<file path="config.mk">
export PLATFORM = sky130hd
export DESIGN_NAME = aes_stream_host_flat
export DESIGN_NICKNAME = d
export VERILOG_FILES = /design/src/rtl/aes_stream_host_if.sv /design/src/rtl/aes_stream_host.sv /design/src/flat_wrapper.sv
export SDC_FILE = /design/constraint.sdc
export NUM_CORES = 1
export LEC_CHECK = 0
export BUFFER_PORTS_ARGS = -buffer_cell sky130_fd_sc_hd__buf_2
export CELL_PAD_IN_SITES_DETAIL_PLACEMENT = 1
export CELL_PAD_IN_SITES_GLOBAL_PLACEMENT = 1
export CORE_UTILIZATION = 43
export DETAILED_ROUTE_END_ITERATION = 10
export PLACE_DENSITY = 0.8
export SKIP_LAST_GASP = 1
export SLEW_MARGIN = 15
export SYNTH_ARGS = -nofsm -noshare
export SYNTH_HDL_FRONTEND = slang
export SYNTH_SLANG_ARGS = --single-unit
</file>
<file path="constraint.sdc">
create_clock -name clk -period 8 [get_ports clk]
set_clock_uncertainty 0.1 [all_clocks]
set_input_delay 0.4 -clock clk [delete_from_list [all_inputs] [get_ports clk]]
set_output_delay 0.4 -clock clk [all_outputs]
set_load 0.03 [all_outputs]
</file>
<file path="src/rtl/aes_stream_host_if.sv">
// Request/result stream between a client and aes_stream_host.
// The client drives the master side; the host implements the slave side.
interface aes_stream_host_if;
    logic         in_valid;
    logic         in_ready;
    logic [127:0] in_key;
    logic [127:0] in_block;
    logic         out_valid;
    logic         out_ready;
    logic [127:0] out_block;

    modport master (
        output in_valid, in_key, in_block, out_ready,
        input  in_ready, out_valid, out_block
    );

    modport slave (
        input  in_valid, in_key, in_block, out_ready,
        output in_ready, out_valid, out_block
    );
endinterface

</file>
<file path="src/rtl/aes_stream_host.sv">
// Feeds a 128-bit key/plaintext byte-serially into the AES core and collects the
// ciphertext. Define AES_HOST_TIMEOUT_EN to bound the wait for the core result.
module aes_stream_host #(
    parameter int TIMEOUT_CYCLES = 255
) (
    input  logic             clk,
    input  logic             rst_n,
    aes_stream_host_if.slave strm,
    output logic             busy,
    output logic             err,
    output logic             aes_enable,
    output logic [7:0]       aes_key_byte,
    output logic [7:0]       aes_state_byte,
    input  logic [7:0]       aes_state_out_byte,
    input  logic             aes_load,
    input  logic             aes_ready
);

    typedef enum logic [2:0] {IDLE, LOAD, WAIT, CAPT, DONE} hostState_t;

    // One counter serves the LOAD/CAPT byte positions and the WAIT timeout.
    localparam int TMO_W = $clog2(TIMEOUT_CYCLES + 1);
    localparam int CNT_W = (TMO_W > 5) ? TMO_W : 5;

    hostState_t       state, stateNext;
    logic [CNT_W-1:0] cnt, cntNext;
    logic [15:0][7:0] keyReg, keyNext;
    logic [15:0][7:0] blockReg, blockNext;
    logic [15:0][7:0] outBlockNext;
    logic             inReadyNext;
    logic             outValidNext;
    logic             busyNext;
    logic             enableNext;
    logic [7:0]       keyByteNext;
    logic [7:0]       stateByteNext;
    logic [3:0]       bytePos;
`ifdef AES_HOST_TIMEOUT_EN
    logic             errNext;
`endif

    assign bytePos = cnt[3:0];

    always_comb begin
        // NOTE: every signal gets a default before the case so no path leaves one
        // unassigned, which would otherwise infer a latch.
        stateNext     = state;
        cntNext       = cnt;
        keyNext       = keyReg;
        blockNext     = blockReg;
        outBlockNext  = strm.out_block;
        inReadyNext   = 1'b0;
        outValidNext  = 1'b0;
        enableNext    = 1'b0;
        keyByteNext   = 8'h00;
        stateByteNext = 8'h00;
`ifdef AES_HOST_TIMEOUT_EN
        errNext       = err;
`endif

        case (state)
            IDLE: begin
                inReadyNext = 1'b1;
                if (strm.in_valid && strm.in_ready) begin
                    stateNext     = LOAD;
                    cntNext       = '0;
                    keyNext       = strm.in_key;
                    blockNext     = strm.in_block;
                    inReadyNext   = 1'b0;
                    enableNext    = 1'b1;
                    keyByteNext   = strm.in_key[127:120];
                    stateByteNext = strm.in_block[127:120];
                end
            end

            // Byte 0 shows in L0 and L1, byte n in L(n+1); L16 is the last cycle.
            LOAD: begin
                enableNext = 1'b1;
                if (cnt == CNT_W'(16)) begin
                    stateNext = WAIT;
                    cntNext   = '0;
                end else begin
                    keyByteNext   = keyReg[4'd15 - bytePos];
                    stateByteNext = blockReg[4'd15 - bytePos];
                    cntNext       = cnt + CNT_W'(1);
                end
            end

            WAIT: begin
                enableNext = 1'b1;
                if (aes_ready && !aes_load) begin
                    stateNext = CAPT;
                    cntNext   = '0;
                end
`ifdef AES_HOST_TIMEOUT_EN
                else if (cnt == CNT_W'(TIMEOUT_CYCLES - 1)) begin
                    stateNext   = IDLE;
                    cntNext     = '0;
                    errNext     = 1'b1;
                    enableNext  = 1'b0;
                    inReadyNext = 1'b1;
                end else begin
                    cntNext = cnt + CNT_W'(1);
                end
`endif
            end

            // Always 16 bytes, whatever aes_ready does after R0.
            CAPT: begin
                enableNext = 1'b1;
                outBlockNext[4'd15 - bytePos] = aes_state_out_byte;
                if (cnt == CNT_W'(15)) begin
                    stateNext    = DONE;
                    cntNext      = '0;
                    enableNext   = 1'b0;
                    outValidNext = 1'b1;
                end else begin
                    cntNext = cnt + CNT_W'(1);
                end
            end

            DONE: begin
                outValidNext = 1'b1;
                if (strm.out_ready) begin
                    stateNext    = IDLE;
                    outValidNext = 1'b0;
                    inReadyNext  = 1'b1;
                end
            end

            default: begin
                stateNext = IDLE;
                cntNext   = '0;
            end
        endcase

        busyNext = (stateNext != IDLE);
    end

    // NOTE: sequential state uses non-blocking assignments so every flop samples
    // the pre-edge values regardless of statement order.
    always_ff @(posedge clk) begin
        if (!rst_n) begin
            state          <= IDLE;
            cnt            <= '0;
            strm.in_ready  <= 1'b0;
            strm.out_valid <= 1'b0;
            strm.out_block <= '0;
            busy           <= 1'b0;
            aes_enable     <= 1'b0;
            aes_key_byte   <= 8'h00;
            aes_state_byte <= 8'h00;
        end else begin
            state          <= stateNext;
            cnt            <= cntNext;
            strm.in_ready  <= inReadyNext;
            strm.out_valid <= outValidNext;
            strm.out_block <= outBlockNext;
            busy           <= busyNext;
            aes_enable     <= enableNext;
            aes_key_byte   <= keyByteNext;
            aes_state_byte <= stateByteNext;
        end
    end

    // NOTE: the operand registers carry no reset; they are only read after being
    // loaded on an accepted request.
    always_ff @(posedge clk) begin
        keyReg   <= keyNext;
        blockReg <= blockNext;
    end

`ifdef AES_HOST_TIMEOUT_EN
    always_ff @(posedge clk) begin
        if (!rst_n) begin
            err <= 1'b0;
        end else begin
            err <= errNext;
        end
    end
`else
    assign err = 1'b0;
`endif

endmodule

</file>
<file path="src/flat_wrapper.sv">
// flat-port wrapper written by rule: the top's interface ports become plain ports
module aes_stream_host_flat 
#(
    parameter int TIMEOUT_CYCLES = 255
)
  (clk, rst_n, busy, err, aes_enable, aes_key_byte, aes_state_byte, aes_state_out_byte, aes_load, aes_ready, strm_in_valid, strm_in_key, strm_in_block, strm_out_ready, strm_in_ready, strm_out_valid, strm_out_block);
  aes_stream_host_if strm_i ();
  input  logic clk;
  input  logic rst_n;
  output logic busy;
  output logic err;
  output logic aes_enable;
  output logic [7:0] aes_key_byte;
  output logic [7:0] aes_state_byte;
  input  logic [7:0] aes_state_out_byte;
  input  logic aes_load;
  input  logic aes_ready;
  input wire logic [$bits(strm_i.in_valid)-1:0] strm_in_valid;
  input wire logic [$bits(strm_i.in_key)-1:0] strm_in_key;
  input wire logic [$bits(strm_i.in_block)-1:0] strm_in_block;
  input wire logic [$bits(strm_i.out_ready)-1:0] strm_out_ready;
  output wire logic [$bits(strm_i.in_ready)-1:0] strm_in_ready;
  output wire logic [$bits(strm_i.out_valid)-1:0] strm_out_valid;
  output wire logic [$bits(strm_i.out_block)-1:0] strm_out_block;
  assign strm_i.in_valid = strm_in_valid;
  assign strm_i.in_key = strm_in_key;
  assign strm_i.in_block = strm_in_block;
  assign strm_i.out_ready = strm_out_ready;
  assign strm_in_ready = strm_i.in_ready;
  assign strm_out_valid = strm_i.out_valid;
  assign strm_out_block = strm_i.out_block;
  aes_stream_host #(.TIMEOUT_CYCLES(TIMEOUT_CYCLES)) u_core (.clk(clk), .rst_n(rst_n), .strm(strm_i), .busy(busy), .err(err), .aes_enable(aes_enable), .aes_key_byte(aes_key_byte), .aes_state_byte(aes_state_byte), .aes_state_out_byte(aes_state_out_byte), .aes_load(aes_load), .aes_ready(aes_ready));
endmodule
</file>
Word-level counts from Yosys, hierarchy flattened

Index checks and enable logic that the tools add are counted.

Register bits: 415

Equality and inequality tests: 8
Bitwise gates (word level): 1
Reduce and logical (&&, ||, !) cells: 9
Magnitude comparators: 2
Mux-type cells: 33
Add/sub/neg operators: 2

Operator list:

| cell                | count |
|---|---|
| $bwmux 128          | 1 |
| $mux 8              | 11 |
| $bmux 8 s4          | 2 |
| $pmux 8 s5          | 1 |
| $demux 8 s4         | 1 |
| $pmux 8 s2          | 2 |
| $mux 3              | 5 |
| $pmux 3 s5          | 1 |
| $add 8x1->8 const B | 1 |
| $eq 8x4->1 const B  | 1 |
| $eq 8x5->1 const B  | 1 |
| $eq 3x2->1 const B  | 2 |
| $mux 1              | 6 |
| $lt 4x5->1 const B  | 1 |
| $ge 4x1->1 const B  | 1 |
| $ne 2x1->1 const B  | 2 |
| $pmux 1 s2          | 2 |
| $sub 4x4->4 const A | 1 |
| $eq 3x1->1 const B  | 1 |
| $eq 3x3->1 const B  | 1 |
| $logic_and 1x1->1   | 3 |
| $logic_not 3->1     | 1 |
| $pmux 1 s3          | 1 |
| $reduce_and 3->1    | 1 |
| 5 further kinds     | 5 |

Longest topological paths before layout

Depth in word-level cells: 6
Gate-level depth with buffers: 11
Mapped depth without buffers: 6

Worst setup path after synthesis

No wires, ideal clock.

Path type: register -> register
Start point: reg u_core.state[1]
End point: reg u_core.blockReg[0] in the netlist's numbering (enable)
Clock period less this slack: 7.315 ns
Slack: 0.685 ns
Stages on the path, launching flop included: 5
Arrival: 6.566 ns
Path through: dfxtp_1 > clkbuf_1 > buf_2 > nor2_1 > and2_1

Longest elaborated chain between the ends: 2

RTL lines:

| element                           | RTL line               | text |
|---|---|---|
| start: declaration                | aes_stream_host.sv:25  | `hostState_t state, stateNext;` |
| start signal: assignment          | aes_stream_host.sv:153 | `state <= stateNext;` |
| $logic_not 3->1                   | aes_stream_host.sv:60  | `case (state)` |
| $reduce_and 2->1 (no source line) | -                      |  |
| end signal: assignment            | aes_stream_host.sv:169 | `blockReg <= blockNext;` |
| end: declaration                  | aes_stream_host.sv:28  | `logic [15:0][7:0] blockReg, blockNext;` |

No other way between the ends.
A chain may end at the register's enable or synchronous reset.

Worst setup path in the final report

Start point: reg u_core.state[1]
End point: reg u_core.blockReg[127] in the netlist's numbering (enable)

Same word-level chain as after synthesis.

==> flow_summary.json <==
{
  "worst_slack_ns": 4.50,
  "hold_viol": 0,
  "drc": 26,
  "switchingPower_mw": 1.17,
  "synth.distinct_cells": 51,
  "syn_nets": 1227,
  "crit_fanout": 156,
  "reg2regPathDepth": 4,
  "status": "complete, but fails checks",
  "synth_adder_area_share": 0.00317,
  "fmax_ghz": 0.286,
  "die_h_um": 194,
  "dr.pass1.iters": 9,
  "synth-xor-area-share": 0.00111,
  "setup_viol": 0,
  "first_global_vias": 12800,
  "crit_path_end": "u_core.blockReg[127]",
  "comb_power_share": 0.076,
  "setup.worst_path.start_class": "register",
  "cts_tree": "yes",
  "synthesis.area_um2": 15800,
  "switching_share": 0.240,
  "via_per_inst": 5.60,
  "reg2reg_setup_slack_ns": 4.50,
  "synth-edff-count": 256,
  "avgSynthCellArea_um2": 16.6,
  "fin_hold_ws_ns": 0.143,
  "hpwl_um": 29900,
  "grt_usage": 0.314,
  "die_w_um": 194,
  "muxShareOfSynthArea": 0.184,
  "yosys.area_share.simple": 0.0819,
  "crit_path_end_kind": "register",
  "power_frac_seq": 0.491,
  "drtIter0Drc": 1103,
  "place_ws_ns": 4.71,
  "wl_um": 62300,
  "syn_to_final_growth_pct": 41.3,
  "rsz0062_at_grt": "no",
  "clkPwrFrac": 0.434,
  "reg2reg_from": "u_core.state[1]",
  "numCtsBuffers": 44,
  "antenna_found_initial": 9,
  "drive_gt1_frac": 0.345,
  "arrival_ns": 3.59,
  "p_leak_nw": 8.62,
  "synth_top_family_by_area": "multiplexers",
  "die_area_um2": 37500,
  "clock_sinks": 415,
  "start_util": 0.440,
  "cts_setup_buffers": 0,
  "setup_tns_ns": 0,
  "finalCritPeriodShare": 0.438,
  "rows": 69,
  "htree_levels": 2,
  "vias": 11900,
  "critical_path_class": "reg2reg",
  "clockBufferDepth": 3,
  "nets": 1895,
  "ir_drop_uv": 261,
  "yosys_warnings": 0,
  "timing.rr.end": "u_core.blockReg[127]",
  "drv_cap": 0,
  "power.internal_mw": 3.71,
  "clockRootBuffer": "clkbuf_16",
  "synth_compound_area_frac": 0.0244,
  "grt_start_max_net_pins": 157,
  "tightest_slew_ns": 1.20,
  "detail_route.wl_per_cell_um": 29.2,
  "violations": "DRC",
  "clk_latency_ns": 0.60,
  "core_um2": 35800,
  "synthCells": 953,
  "relSlewSlack": 0.201,
  "hold_path.class": "in2reg",
  "clkTransAtPathRegs_ns": 0.06,
  "power_density_nw_per_um2": 219,
  "port_buffers": 417,
  "synthFlopType": "edfxtp_1",
  "slew_viol_final": 0,
  "grt_pass1_wl_um": 85900,
  "cp-startpoint": "u_core.state[1]",
  "ioPinCount": 419,
  "cp.required_ns": 8.09,
  "async_flop_share": 0,
  "synth_seq_cells": 415,
  "fin_crit_ns": 3.50,
  "grt-ovfl-total": 0,
  "globalplace.congestion": 0.774,
  "ant_nets": 0,
  "ys_seq_area_frac": 0.689
}
worst max-delay path, cell delays in order (launching register included):
cell and delay [ns]:
dfxtp_1 0.49, nor2_1 0.26, and2_4 0.61, buf_4 0.74, buf_12 0.66
how the worst min path moves through the flow:
| stage | to | start | depth (start not counted) | slack [ns] |
|---|---|---|---|---|
| after detailed placement | u_core.strm.out_block[8] | u_core.strm.out_block[8] | 2 | 0.40 |
| after floorplan | u_core.blockReg[0] | strm_in_block[0] | 0 | 0.40 |
| final | u_core.strm.in_ready | strm_in_valid | 3 | 0.14 |
| after global placement | u_core.strm.out_block[41] | u_core.strm.out_block[41] | 2 | 0.39 |
| after CTS | u_core.strm.in_ready | strm_in_valid | 3 | 0.11 |
| after global routing | u_core.strm.in_ready | strm_in_valid | 3 | 0.16 |
through the flow:
step | util | power (mW) | instances | cell area, µm²
detailed placement | 0.510 | 2.65 | 1779 | 18300
global placement | 0.510 | 2.64 | 1779 | 18300
finish | 0.622 | 4.88 | 2132 | 22300
CTS | 0.621 | 4.75 | 2116 | 22200
floorplan | - | 2.54 | 953 | 15800
global route | 0.622 | 4.99 | 2132 | 22300
sequential cells by signal (all words and copies together), names as in the netlist:
register	count
u_core.keyReg	128
u_core.aes_state_byte	8
u_core.strm.in_ready	1
u_core.aes_key_byte	8
u_core.cnt	8
u_core.state	3
u_core.strm.out_block	128
u_core.blockReg	128
u_core.aes_enable	1
u_core.busy	1
u_core.strm.out_valid	1
power by group through the flow:
stage          clock network (mW)  logic (mW)  registers (mW)
2_1_floorplan                   0      0.0998            2.44
3_3_place_gp                    0       0.219            2.42
3_5_place_dp                    0       0.226            2.42
4_1_cts                      2.04       0.331            2.38
5_1_grt                      2.21       0.380            2.39
6_report                     2.12       0.369            2.39
logic make-up after synthesis:
kind of cell | count (synthesis)
compound gates | 50
xor+xnor | 2
fa+ha+maj | 4
buf+inv | 59
flops | 415
mux | 210
other cells | 1
simple gates | 212
cells in the mapped netlist, types with 2 or more instances:
cell	number	area, µm²
and3_1	3	18.8
mux4_2	64	1440
nand4b_1	4	35.0
xnor2_1	2	17.5
nor3_1	3	15.0
or3_1	6	37.5
nor2b_1	130	813
a21oi_1	2	10.0
nand4_1	2	12.5
a22oi_1	16	120
nand3_1	3	15.0
buf_4	2	15.0
clkbuf_1	36	135
nand2b_1	9	56.3
o22ai_1	2	12.5
dfxtp_1	159	3180
nor2_1	5	18.8
and2_1	3	18.8
mux2i_1	145	1450
nor2_2	12	75.1
a22o_1	3	26.3
buf_2	18	90.1
ha_1	4	50.1
nand4bb_1	2	22.5
nand2_1	22	82.6
o211ai_1	16	120
edfxtp_1	256	7690
cells in the final DEF (no fill, tap or decap), types with 2 or more instances in the layout:
cell type        n
mux2i_1        145
nor2_2          13
nand3_1          3
nor2b_1        130
diode_2         15
nand4_1          2
dfxtp_4          2
edfxtp_1       256
xnor2_1          2
dlygate4sd3_1  256
bufinv_16        4
buf_4            4
clkinv_1        10
buf_2          417
a22o_1           3
nor2_1           4
nand2_1         22
nand4b_1         4
nor3_1           3
clkbuf_16       45
o22ai_1          2
inv_6            2
mux4_2          64
and3_1           3
and2_1           2
nand2b_1         9
o211ai_1        16
a21oi_1          2
clkbuf_1         8
a22oi_1         16
or3_1            6
dfxtp_1        157
clkinv_2         9
clkinv_4         2
ha_1             4
nand4bb_1        2
final cells by class:
| class | instances | area, µm² |
|---|---|---|
| Antenna cell | 15 | 37.5 |
| Clock inverter | 27 | 238 |
| Sequential cell | 415 | 10900 |
| Multi-Input combinational cell | 479 | 4670 |
| Inverter | 2 | 7.51 |
| Tap cell | 461 | 577 |
| Timing Repair Buffer | 679 | 4710 |
| Clock buffer | 54 | 1170 |
| Fill cell | 3375 | 13500 |
per-layer routing:
layer	vias up	share of wire	track usage
li1	4963	-	-
met1	5902	0.35	0.366
met2	864	0.49	0.541
met3	198	0.099	0.0778
met4	4	0.055	0.150
met5	-	0.00037	0
timing repair:
| item | CTS | global route |
|---|---|---|
| resized for setup | 0 | 0 |
| hold buffers | 256 | 0 |
| hold endpoints to repair | 270 | 0 |
| setup endpoints to repair | 0 | 0 |
No activity file was read; power rests on OpenSTA's default activity.
